**src/rtl/level_state_controller.sv**
```systemverilog
// Game-flow controller: title, play, death screen, respawn and win sequencing,
// with per-level save points, hazards, exits and the level-2 spine trigger.
`timescale 1ns/1ps
module level_state_controller #(
  parameter int BRICK        = 20,
  parameter int DEATH_FRAMES = 60
) (
  input  logic       Clk,
  input  logic       Reset,
  input  logic       frame_tick,
  input  logic [7:0] keycode,
  input  logic [9:0] mario_pos_x,
  input  logic [9:0] mario_pos_y,
  input  logic [9:0] spine_x,
  output logic [1:0] level,
  output logic [1:0] bg_index,
  output logic       spine_trigger,
  output logic       respawn,
  output logic [9:0] respawn_x,
  output logic [9:0] respawn_y,
  output logic       save_reached,
  output logic [7:0] death_count
);

  localparam logic [2:0] S_TITLE   = 3'd0;
  localparam logic [2:0] S_PLAY    = 3'd1;
  localparam logic [2:0] S_DYING   = 3'd2;
  localparam logic [2:0] S_RESPAWN = 3'd3;
  localparam logic [2:0] S_WIN     = 3'd4;

  localparam int CW = (DEATH_FRAMES > 1) ? $clog2(DEATH_FRAMES) : 1;
  localparam logic [CW-1:0] LAST_FRAME = CW'(DEATH_FRAMES - 1);

  logic [2:0]    r_state;
  logic          r_lvl2;
  logic [1:0]    r_bg;
  logic          r_save;
  logic [7:0]    r_deaths;
  logic          r_spine_trig;
  logic          r_spine_armed;
  logic [CW-1:0] r_frame_cnt;
  logic [9:0]    r_resp_x;
  logic [9:0]    r_resp_y;

  // 11-bit geometry so right/bottom edges never wrap
  logic [10:0] w_x, w_y, w_xr, w_yb, w_sx;
  logic        w_h1, w_h2, w_fall, w_dead, w_save_hit, w_exit_x, w_spine_zone, w_enter;

  assign w_x  = {1'b0, mario_pos_x};
  assign w_y  = {1'b0, mario_pos_y};
  assign w_xr = w_x + 11'd16;
  assign w_yb = w_y + 11'd24;
  assign w_sx = {1'b0, spine_x};

  assign w_h1 = (w_xr > 11'(21*BRICK)) && (w_x < 11'(22*BRICK)) && (w_yb > 11'(20*BRICK));
  // left edge of the spine window may be below zero; compare with BRICK moved across
  assign w_h2 = (spine_x != 10'd0) && ((w_xr + 11'(BRICK)) > w_sx) && (w_x < w_sx) &&
                (w_yb > 11'(8*BRICK)) && (w_y < 11'(13*BRICK));
  assign w_fall = w_y >= 11'(23*BRICK);
  assign w_dead = w_fall || (r_lvl2 ? w_h2 : w_h1);

  assign w_save_hit = r_lvl2 ?
    ((w_x >= 11'(28*BRICK)) && (w_x < 11'(29*BRICK)) && (w_yb >= 11'(15*BRICK))) :
    ((w_x >= 11'(3*BRICK))  && (w_x < 11'(4*BRICK))  && (w_yb >= 11'(20*BRICK)));
  assign w_exit_x     = w_x >= 11'(31*BRICK - 16);
  assign w_spine_zone = (w_x >= 11'(5*BRICK)) && (w_y < 11'(7*BRICK));
  assign w_enter      = keycode == 8'h28;

  function automatic logic [19:0] f_spawn(input logic lvl2, input logic saved);
    logic [19:0] v;
    if (!lvl2) v = saved ? {10'(3*BRICK), 10'(20*BRICK - 24)} : {10'(BRICK), 10'(16*BRICK)};
    else       v = saved ? {10'(28*BRICK), 10'(15*BRICK - 24)} : {10'(BRICK), 10'(13*BRICK - 24)};
    return v;
  endfunction

  always_ff @(posedge Clk or posedge Reset) begin
    if (Reset) begin
      r_state       <= S_TITLE;
      r_lvl2        <= 1'b0;
      r_bg          <= '0;
      r_save        <= 1'b0;
      r_deaths      <= '0;
      r_spine_trig  <= 1'b0;
      r_spine_armed <= 1'b0;
      r_frame_cnt   <= '0;
      r_resp_x      <= '0;
      r_resp_y      <= '0;
    end else begin
      r_spine_trig <= 1'b0;
      case (r_state)
        S_TITLE: begin
          r_save <= 1'b0;
          if (frame_tick && w_enter) begin
            r_state               <= S_RESPAWN;
            r_lvl2                <= 1'b0;
            {r_resp_x, r_resp_y}  <= f_spawn(1'b0, 1'b0);
          end
        end
        S_RESPAWN: begin
          r_state       <= S_PLAY;
          r_spine_armed <= 1'b1;
        end
        S_PLAY: if (frame_tick) begin
          if (r_lvl2 && r_spine_armed && w_spine_zone) begin
            r_spine_trig  <= 1'b1;
            r_spine_armed <= 1'b0;
          end
          // death outranks exit and save on the same tick
          if (w_dead) begin
            r_state     <= S_DYING;
            r_bg        <= 2'd1;
            r_frame_cnt <= '0;
            if (r_deaths != 8'hFF) r_deaths <= r_deaths + 8'd1;
          end else if (w_exit_x && !r_lvl2) begin
            r_state              <= S_RESPAWN;
            r_lvl2               <= 1'b1;
            r_save               <= 1'b0;
            {r_resp_x, r_resp_y} <= f_spawn(1'b1, 1'b0);
          end else if (w_exit_x && r_lvl2 && (w_y < 11'(10*BRICK))) begin
            r_state <= S_WIN;
            r_bg    <= 2'd1;
            r_save  <= 1'b0;
          end else if (w_save_hit) begin
            r_save <= 1'b1;
          end
        end
        S_DYING: if (frame_tick) begin
          if (r_frame_cnt == LAST_FRAME) begin
            r_frame_cnt          <= '0;
            r_bg                 <= '0;
            r_state              <= S_RESPAWN;
            {r_resp_x, r_resp_y} <= f_spawn(r_lvl2, r_save);
          end else begin
            r_frame_cnt <= r_frame_cnt + 1'b1;
          end
        end
        S_WIN: if (frame_tick && w_enter) begin
          r_state <= S_TITLE;
          r_bg    <= '0;
        end
        default: r_state <= S_TITLE;
      endcase
    end
  end

  assign level         = (r_state == S_TITLE) ? 2'd0 :
                         (r_state == S_WIN)   ? 2'd3 : {r_lvl2, ~r_lvl2};
  assign bg_index      = r_bg;
  assign spine_trigger = r_spine_trig;
  assign respawn       = r_state == S_RESPAWN;
  assign respawn_x     = r_resp_x;
  assign respawn_y     = r_resp_y;
  assign save_reached  = r_save;
  assign death_count   = r_deaths;

endmodule

```
**config.mk**
```make
export PLATFORM = sky130hd
export DESIGN_NAME = level_state_controller
export DESIGN_NICKNAME = d
export VERILOG_FILES = /design/src/rtl/level_state_controller.sv
export SDC_FILE = /design/constraint.sdc
export NUM_CORES = 1
export LEC_CHECK = 0
export BUFFER_PORTS_ARGS = -buffer_cell sky130_fd_sc_hd__buf_2
export CAP_MARGIN = 40
export CORE_MARGIN = 4
export CORE_UTILIZATION = 55
export CTS_CLUSTER_DIAMETER = 50
export DETAILED_ROUTE_END_ITERATION = 16
export MAX_ROUTING_LAYER = met4
export PLACE_DENSITY = 0.85
export RECOVER_POWER = 25
export REMOVE_ABC_BUFFERS = 1
export SLEW_MARGIN = 5
export SYNTH_ARGS = -nofsm -noshare
export SYNTH_HDL_FRONTEND = slang
export SYNTH_SLANG_ARGS = --single-unit
```
**constraint.sdc**
```tcl
create_clock -name Clk -period 4.2 [get_ports Clk]
set_input_delay 0.42 -clock Clk [delete_from_list [all_inputs] [get_ports Clk]]
set_output_delay 0.42 -clock Clk [all_outputs]
set_load 0.03 [all_outputs]
```
# Word-level counts from Yosys, hierarchy flattened
# Index checks and enable logic that the tools add are counted.
[classes]
n_eq_ne = 20
muxes = 60
n_lt_le_gt_ge = 18
n_reduce_logical = 34
n_bitwise = 1
add_sub_neg = 5
[op_table]
columns = ["operator", "n"]
rows = [
  ["$mux W10", 12],
  ["$pmux W10 S3", 2],
  ["$mux W20", 2],
  ["$mux W3", 8],
  ["$mux W6", 4],
  ["$add A10 B5 Y11 const B", 2],
  ["$ge A11 B9 Y1 const B", 2],
  ["$gt A11 B9 Y1 const B", 2],
  ["$ge A10 B10 Y1 const B", 2],
  ["$lt A10 B8 Y1 const B", 2],
  ["$lt A10 B9 Y1 const B", 2],
  ["$mux W2", 9],
  ["$ne A2 B2 Y1 const B", 9],
  ["$logic_and A1 B1 Y1", 17],
  ["$mux W1", 16],
  ["$mux W16", 1],
  ["$pmux W3 S5", 1],
  ["$reduce_and A7 Y1", 2],
  ["$pmux W6 S2", 1],
  ["$reduce_and A4 Y1", 3],
  ["$add A11 B5 Y11 const B", 1],
  ["$gt A11 B10 Y1", 1],
  ["$gt A11 B8 Y1 const B", 1],
  ["$ge A10 B6 Y1 const B", 1],
  ["27 further kinds", 35],
]
[word_totals]
in_bits = 41
output_inout_bits = 35
register_bits = 43

# Longest topological paths before layout
[logic_depth]
word_depth = 12
ltp_mapped = 16
depth_no_buf = 15

# Worst setup path after synthesis
# Ideal clock, no wire load.
[synth_timing]
path_type = "input -> register"
from = "in mario_pos_x[4]"
to = "reg r_save (netlist: save_reached)"
arrival_time_ns = 3.097
path_buffers = 2
path_stages = 14
required_time_ns = 4.101
setup_slack_ns = 1.004
setup_time_ns = 0.099
cell_sequence = "ha_1 > buf_2 > xor2_1 > nand3_1 > a21oi_1 > xnor2_1 > ha_1 > nand3_1 > o32ai_1 > nand3_2 > a311oi_4 > buf_6 > a31oi_1 > a311oi_1"
[synth_between]
elab_chain_len = 11
word_cells_on_any_way = 35
classes_between = "add/sub (2); order compare (9); eq/ne (2); mux (7); reduce/logical (15)"
[synth_rtl]
columns = ["item", "line_no", "source"]
rows = [
  ["start: declaration", "12", "input logic [9:0] mario_pos_x,"],
  ["$add A10 B5 Y11", "51", "assign w_xr = w_x + 11'd16;"],
  ["$add A11 B5 Y11", "57", "assign w_h2 = (spine_x != 10'd0) && ((w_xr + 11'(BRICK)) > w_sx) && (w_x < w_sx) &&"],
  ["$gt A11 B10 Y1", "57", ""],
  ["$logic_and A1 B1 Y1 (3 in series)", "57", ""],
  ["$logic_and A1 B1 Y1", "58", "(w_yb > 11'(8*BRICK)) && (w_y < 11'(13*BRICK));"],
  ["$mux W1", "60", "assign w_dead = w_fall || (r_lvl2 ? w_h2 : w_h1);"],
  ["$logic_or A1 B1 Y1", "60", ""],
  ["$ne A2 B2 Y1 (no line)", "-", ""],
  ["$reduce_and A4 Y1 (no line)", "-", ""],
  ["end signal: assignment", "81", "r_save <= 1'b0;"],
  ["end signal: assignment", "92", "r_save <= 1'b0;"],
  ["end signal: assignment", "117", "r_save <= 1'b0;"],
  ["end: declaration", "37", "logic r_save;"],
]
# Several ways; a longest one is shown, not always the timed one. The select of a mux whose other input is x is not followed.
# A chain may end at the register's enable or synchronous reset.

# Final worst setup path
[layout_timing]
from = "in mario_pos_x[4]"
to = "reg r_deaths[1] (netlist: death_count[1])"
[layout_between]
elab_chain_len = 10
word_cells_on_any_way = 15
classes_between = "add/sub (2); order compare (4); mux (1); reduce/logical (8)"
[layout_rtl]
columns = ["item", "line_no", "source"]
rows = [
  ["$add A10 B5 Y11", "51", ""],
  ["$add A11 B5 Y11", "57", ""],
  ["$gt A11 B10 Y1", "57", ""],
  ["$logic_and A1 B1 Y1 (3 in series)", "57", ""],
  ["$logic_and A1 B1 Y1", "58", ""],
  ["$mux W1 (*)", "60", ""],
  ["$logic_or A1 B1 Y1 (*)", "60", ""],
  ["$reduce_and A4 Y1 (no line) (*)", "-", ""],
  ["end signal: assignment", "113", "if (r_deaths != 8'hFF) r_deaths <= r_deaths + 8'd1;"],
  ["end: declaration", "38", "logic [7:0] r_deaths;"],
]
# Every way passes the cells marked *; elsewhere a longest branch is shown, timed or not.

==> impl.org <==
** Die
- The die is 85.2 um tall.
- For this configuration, the core starts out at a cell density of 58.2%.
- Num rows :: 27
- The die is 85.2 um wide.
- Area of the core :: 5640 um2
- The die covers 7260 um2.
- During I/O placement, the number of pins put on the boundary was 76.

** Critical path
- Among all stages on the critical path, the largest delay is contributed by sky130_fd_sc_hd__ha_1.
- Arrival time at the worst endpoint :: 3720 ps
- The worst setup path is captured at a flip-flop.
- Tracing the worst setup path back leads to its startpoint at mario_pos_x[4].
- In this run the register-to-register setup slack is 1710 ps.
- The setup path with the least slack is of type in2reg.
- Highest net fanout along the worst path :: 16
- STA classifies the critical path startpoint as an input port.
- The signal on the critical path passes through buf_2 > ha_1 > xor2_1 > nand3_1 > a21oi_1 > xnor2_1 > ha_1 > nand3_1 > o32ai_1 > nand3_2 > a311oi_4 > buf_4 > nor4_4 > mux2_1.
- Worst endpoint required time :: 4370 ps
- In this run the critical register-to-register path is launched from r_lvl2$_DFFE_PP0P_.
- Crit-path max cell delay :: 420 ps
- In this run the critical register-to-register path is captured at death_count[1]$_DFFE_PP0P_.
- Worst Reg2Reg Path Length in Cells :: 8
- Destination of the critical timing path :: death_count[1]$_DFFE_PP0P_

** Job
- Maximum Capacitance Violations :: 1

** Synthesis
- Share of synthesized registers carrying an async set or reset :: 100%
- The netlist uses 66 different library cells.
- The most used flip-flop cell after synthesis is sky130_fd_sc_hd__dfrtp_1.
- Sequential cells were found to cover 25.2% of the synthesized design area.
- Post-synthesis cell count :: 395
- After synthesis, the mean cell area works out to 8.31 um2.
- In this run, synthesis inferred 0 flip-flops with an integrated enable.
- Netlist Area Pre-Place :: 3280 um2
- Synthesis Warnings :: 0
- Seq cells post-synth :: 33

** Clock tree
- # hold bufs at CTS :: 0
- Number of levels in the clock H-tree :: 2
- Buffer count from post-CTS setup fixing :: 0
- Clock network latency to the later pin of the worst-skew pair :: 280 ps
- Clock buffer depth :: 2
- Post-CTS sizing :: 0
- Clock-pin slew was measured on the worst setup and hold paths at 70 ps.
- Buffers inserted during clock tree synthesis total 5.
- CTS tree :: built
- In this run the clock root is driven by a sky130_fd_sc_hd__clkbuf_8.
- Number of sinks handled by clock tree synthesis :: 33

** Cells and area
- The area growth from synthesis to layout is 12.2%.
- The multi-input combinational cells in the finished layout cover a total of 2240 um2.
- Final-stage net count :: 528
- Fillcell total :: 466
- Storage element area :: 826 um2
- Ant diodes :: 0
- Of the cells placed in the final design, the portion with a size suffix greater than 1 is 19.7%.

** STA
- Setup repair after global routing left no endpoint under its margin.
- The worst path uses 84.7% of the clock period.
- Number of setup violations in the final report :: 0
- Slew Viols, Final :: 34
- The number of hold violations in the final report came to 0.
- At the pin with the least slew margin, the transition time is 1810 ps.
- Worst-case clock skew :: 6.72 ps
- Worst hold slack after final layout :: 471 ps
- Final min period :: 3560 ps
- Final-layout setup total negative slack :: 0 ps
- The worst pin sits at a relative slew slack of -20.4%.
- Timing would allow up to 281 MHz.

** Routing
- Average detailed-routed wire length per instance :: 15.1 um
- # DRC :: 0
- The final layout contains routed wiring with a total length of 7930 um.
- Dividing the detail-routed via count by the number of cells gives 6.07.
- For this run, the detailed router's first-pass iteration total came to 4.
- Once detail routing completed, the nets flagged for antenna violations numbered 0.
- For this block, the via count after detailed routing is 3181.
- For this block, the initial DRC count from the detailed router was 194.

** GRT
- Global route total overflow :: 0
- Number of antenna violations at the first check in global routing :: 0
- The number of global-route vias before repair came to 2902.
- Across every metal layer, demand over resource in global routing totals 22.8%.
- Largest net degree at the start of global routing :: 34
- The first global-routing pass estimated 13400 um of wire.

** Worst hold path
- The path class of the tightest hold or removal check is reg2reg.

** Pwr
- The worst-case IR drop observed on VDD is 332 uV.
- Power spread over the standard cell area amounts to 378 nW/um2.
- Static Leak :: 1.77 nW

** Place
- Final GP Congestion :: 0.907
- Count of input and output buffers :: 66
- Post-detail-place hpwl :: 6170 um

** Outcome
- The final reports fail on capacitance limit, slew limit.
- The run finished, with violations left.
state kept, by name (all words and copies together), names as in the netlist:
| signal | flops |
|---|---|
| death_count | 8 |
| respawn_x | 5 |
| r_lvl2 | 1 |
| r_frame_cnt | 6 |
| bg_index | 1 |
| respawn_y | 6 |
| spine_trigger | 1 |
| r_state | 3 |
| save_reached | 1 |
| r_spine_armed | 1 |
metal layers:
layer | up-vias | track usage (%) | wire, um
met5 | - | - | 0
met4 | 0 | 7.77 | 184
met3 | 14 | 2.82 | 594
met2 | 130 | 35.7 | 3580
met1 | 1485 | 30.5 | 3570
li1 | 1552 | - | -
report_power, final:
group	total [mW]	internal [mW]	switching, mW	leakage, nW
registers	0.484	0.386	0.0988	0.409
clock network	0.240	0.130	0.110	0.0443
logic	0.669	0.255	0.413	1.32
worst min-delay path by stage:
stage                              startpoint                          to  slack (ps)  cells past startpoint
finish               respawn_x[4]$_DFFE_PP0P_    respawn_x[4]$_DFFE_PP0P_         470                      1
global route         respawn_x[4]$_DFFE_PP0P_    respawn_x[4]$_DFFE_PP0P_         490                      1
CTS                                     Reset  death_count[5]$_DFFE_PP0P_         230                      3
detailed placement   respawn_x[4]$_DFFE_PP0P_    respawn_x[4]$_DFFE_PP0P_         470                      1
global placement     respawn_x[4]$_DFFE_PP0P_    respawn_x[4]$_DFFE_PP0P_         450                      1
floorplan           r_spine_armed$_DFFE_PP0P_   r_spine_armed$_DFFE_PP0P_         500                      2
metrics by stage:
| step | setup WS, ps | power (mW) | std cells | util [%] | instance area (um2) |
|---|---|---|---|---|---|
| floorplan | 917 | 0.958 | 377 | - | 3160 |
| global placement | 597 | 1.13 | 517 | 63.8 | 3600 |
| detailed placement | 400 | 1.15 | 517 | 63.8 | 3600 |
| CTS | 679 | 1.39 | 524 | 65.3 | 3690 |
| global route | 382 | 1.50 | 524 | 65.3 | 3680 |
| finish | 644 | 1.39 | 524 | 65.3 | 3680 |
Yosys cell counts (4+ instances only):
cell type	n	share of area [%]
sky130_fd_sc_hd__a21boi_0	5	1.1
sky130_fd_sc_hd__a21o_1	11	2.5
sky130_fd_sc_hd__a21oi_1	18	2.7
sky130_fd_sc_hd__a311oi_1	4	1.1
sky130_fd_sc_hd__a31o_2	4	1.1
sky130_fd_sc_hd__a31oi_1	7	1.3
sky130_fd_sc_hd__and3_1	4	0.76
sky130_fd_sc_hd__buf_4	10	2.3
sky130_fd_sc_hd__clkbuf_1	12	1.4
sky130_fd_sc_hd__dfrtp_1	33	25
sky130_fd_sc_hd__ha_1	35	13
sky130_fd_sc_hd__inv_1	27	3.1
sky130_fd_sc_hd__nand2_1	41	4.7
sky130_fd_sc_hd__nand2b_1	6	1.1
sky130_fd_sc_hd__nand3_1	13	2.0
sky130_fd_sc_hd__nand4_1	5	0.95
sky130_fd_sc_hd__nor2_1	22	2.5
sky130_fd_sc_hd__nor2b_1	5	0.95
sky130_fd_sc_hd__nor3_1	18	2.7
sky130_fd_sc_hd__nor4_1	7	1.3
sky130_fd_sc_hd__o21a_1	5	1.1
sky130_fd_sc_hd__o21ai_0	18	2.7
sky130_fd_sc_hd__o21bai_1	4	0.92
sky130_fd_sc_hd__o22ai_1	4	0.76
sky130_fd_sc_hd__xnor2_1	7	1.9
sky130_fd_sc_hd__xor2_1	10	2.7
worst max-delay path: cells and delay by family:
family,cells,cell delay [ps]
buffers and inverters,2,490
AO/OA/AOI/OAI,3,770
adder cells (fa/ha/maj),2,730
multiplexers,1,320
AND/OR/NAND/NOR,4,490
XOR/XNOR,2,510
cell usage in the layout, fill, tap and decap left out, types with 4 or more instances in the layout:
cell and n:
sky130_fd_sc_hd__xor2_1 10, sky130_fd_sc_hd__dfrtp_1 33, sky130_fd_sc_hd__inv_1 27, sky130_fd_sc_hd__a31oi_1 7
sky130_fd_sc_hd__o22ai_1 4, sky130_fd_sc_hd__a311oi_1 4, sky130_fd_sc_hd__ha_1 35, sky130_fd_sc_hd__nor3_1 18
sky130_fd_sc_hd__a21oi_1 18, sky130_fd_sc_hd__clkbuf_8 6, sky130_fd_sc_hd__o21bai_1 4, sky130_fd_sc_hd__o21a_1 5
sky130_fd_sc_hd__nand4_1 5, sky130_fd_sc_hd__o21ai_0 18, sky130_fd_sc_hd__nor4_1 7, sky130_fd_sc_hd__nand2b_1 6
sky130_fd_sc_hd__conb_1 9, sky130_fd_sc_hd__nor2b_1 5, sky130_fd_sc_hd__buf_2 66, sky130_fd_sc_hd__nor2_1 22
sky130_fd_sc_hd__nand2_1 41, sky130_fd_sc_hd__a21boi_0 5, sky130_fd_sc_hd__a21o_1 11, sky130_fd_sc_hd__xnor2_1 7
sky130_fd_sc_hd__nand3_1 13, sky130_fd_sc_hd__and3_1 4, sky130_fd_sc_hd__a31o_2 4
logic make-up after synthesis:
group	after synthesis	share of synthesized area (%)
buffers and inverters	53	7.55
AOI/OAI and AO/OA	113	25.3
adders and majority gates	35	13.3
muxes	4	1.30
DFF	33	25.2
xor gates and xnor gates	17	4.54
and+or+nand+nor	139	22.7
other	1	0.114
cell type report:
cell class | instances | area share, %
inverters | 27 | 2.75
repair buffers | 68 | 9.28
multi-input cells | 317 | 60.8
clock buffers | 7 | 2.34
well taps | 72 | 2.45
flip-flops and latches | 33 | 22.4
No activity file was read; power rests on OpenSTA's default activity.
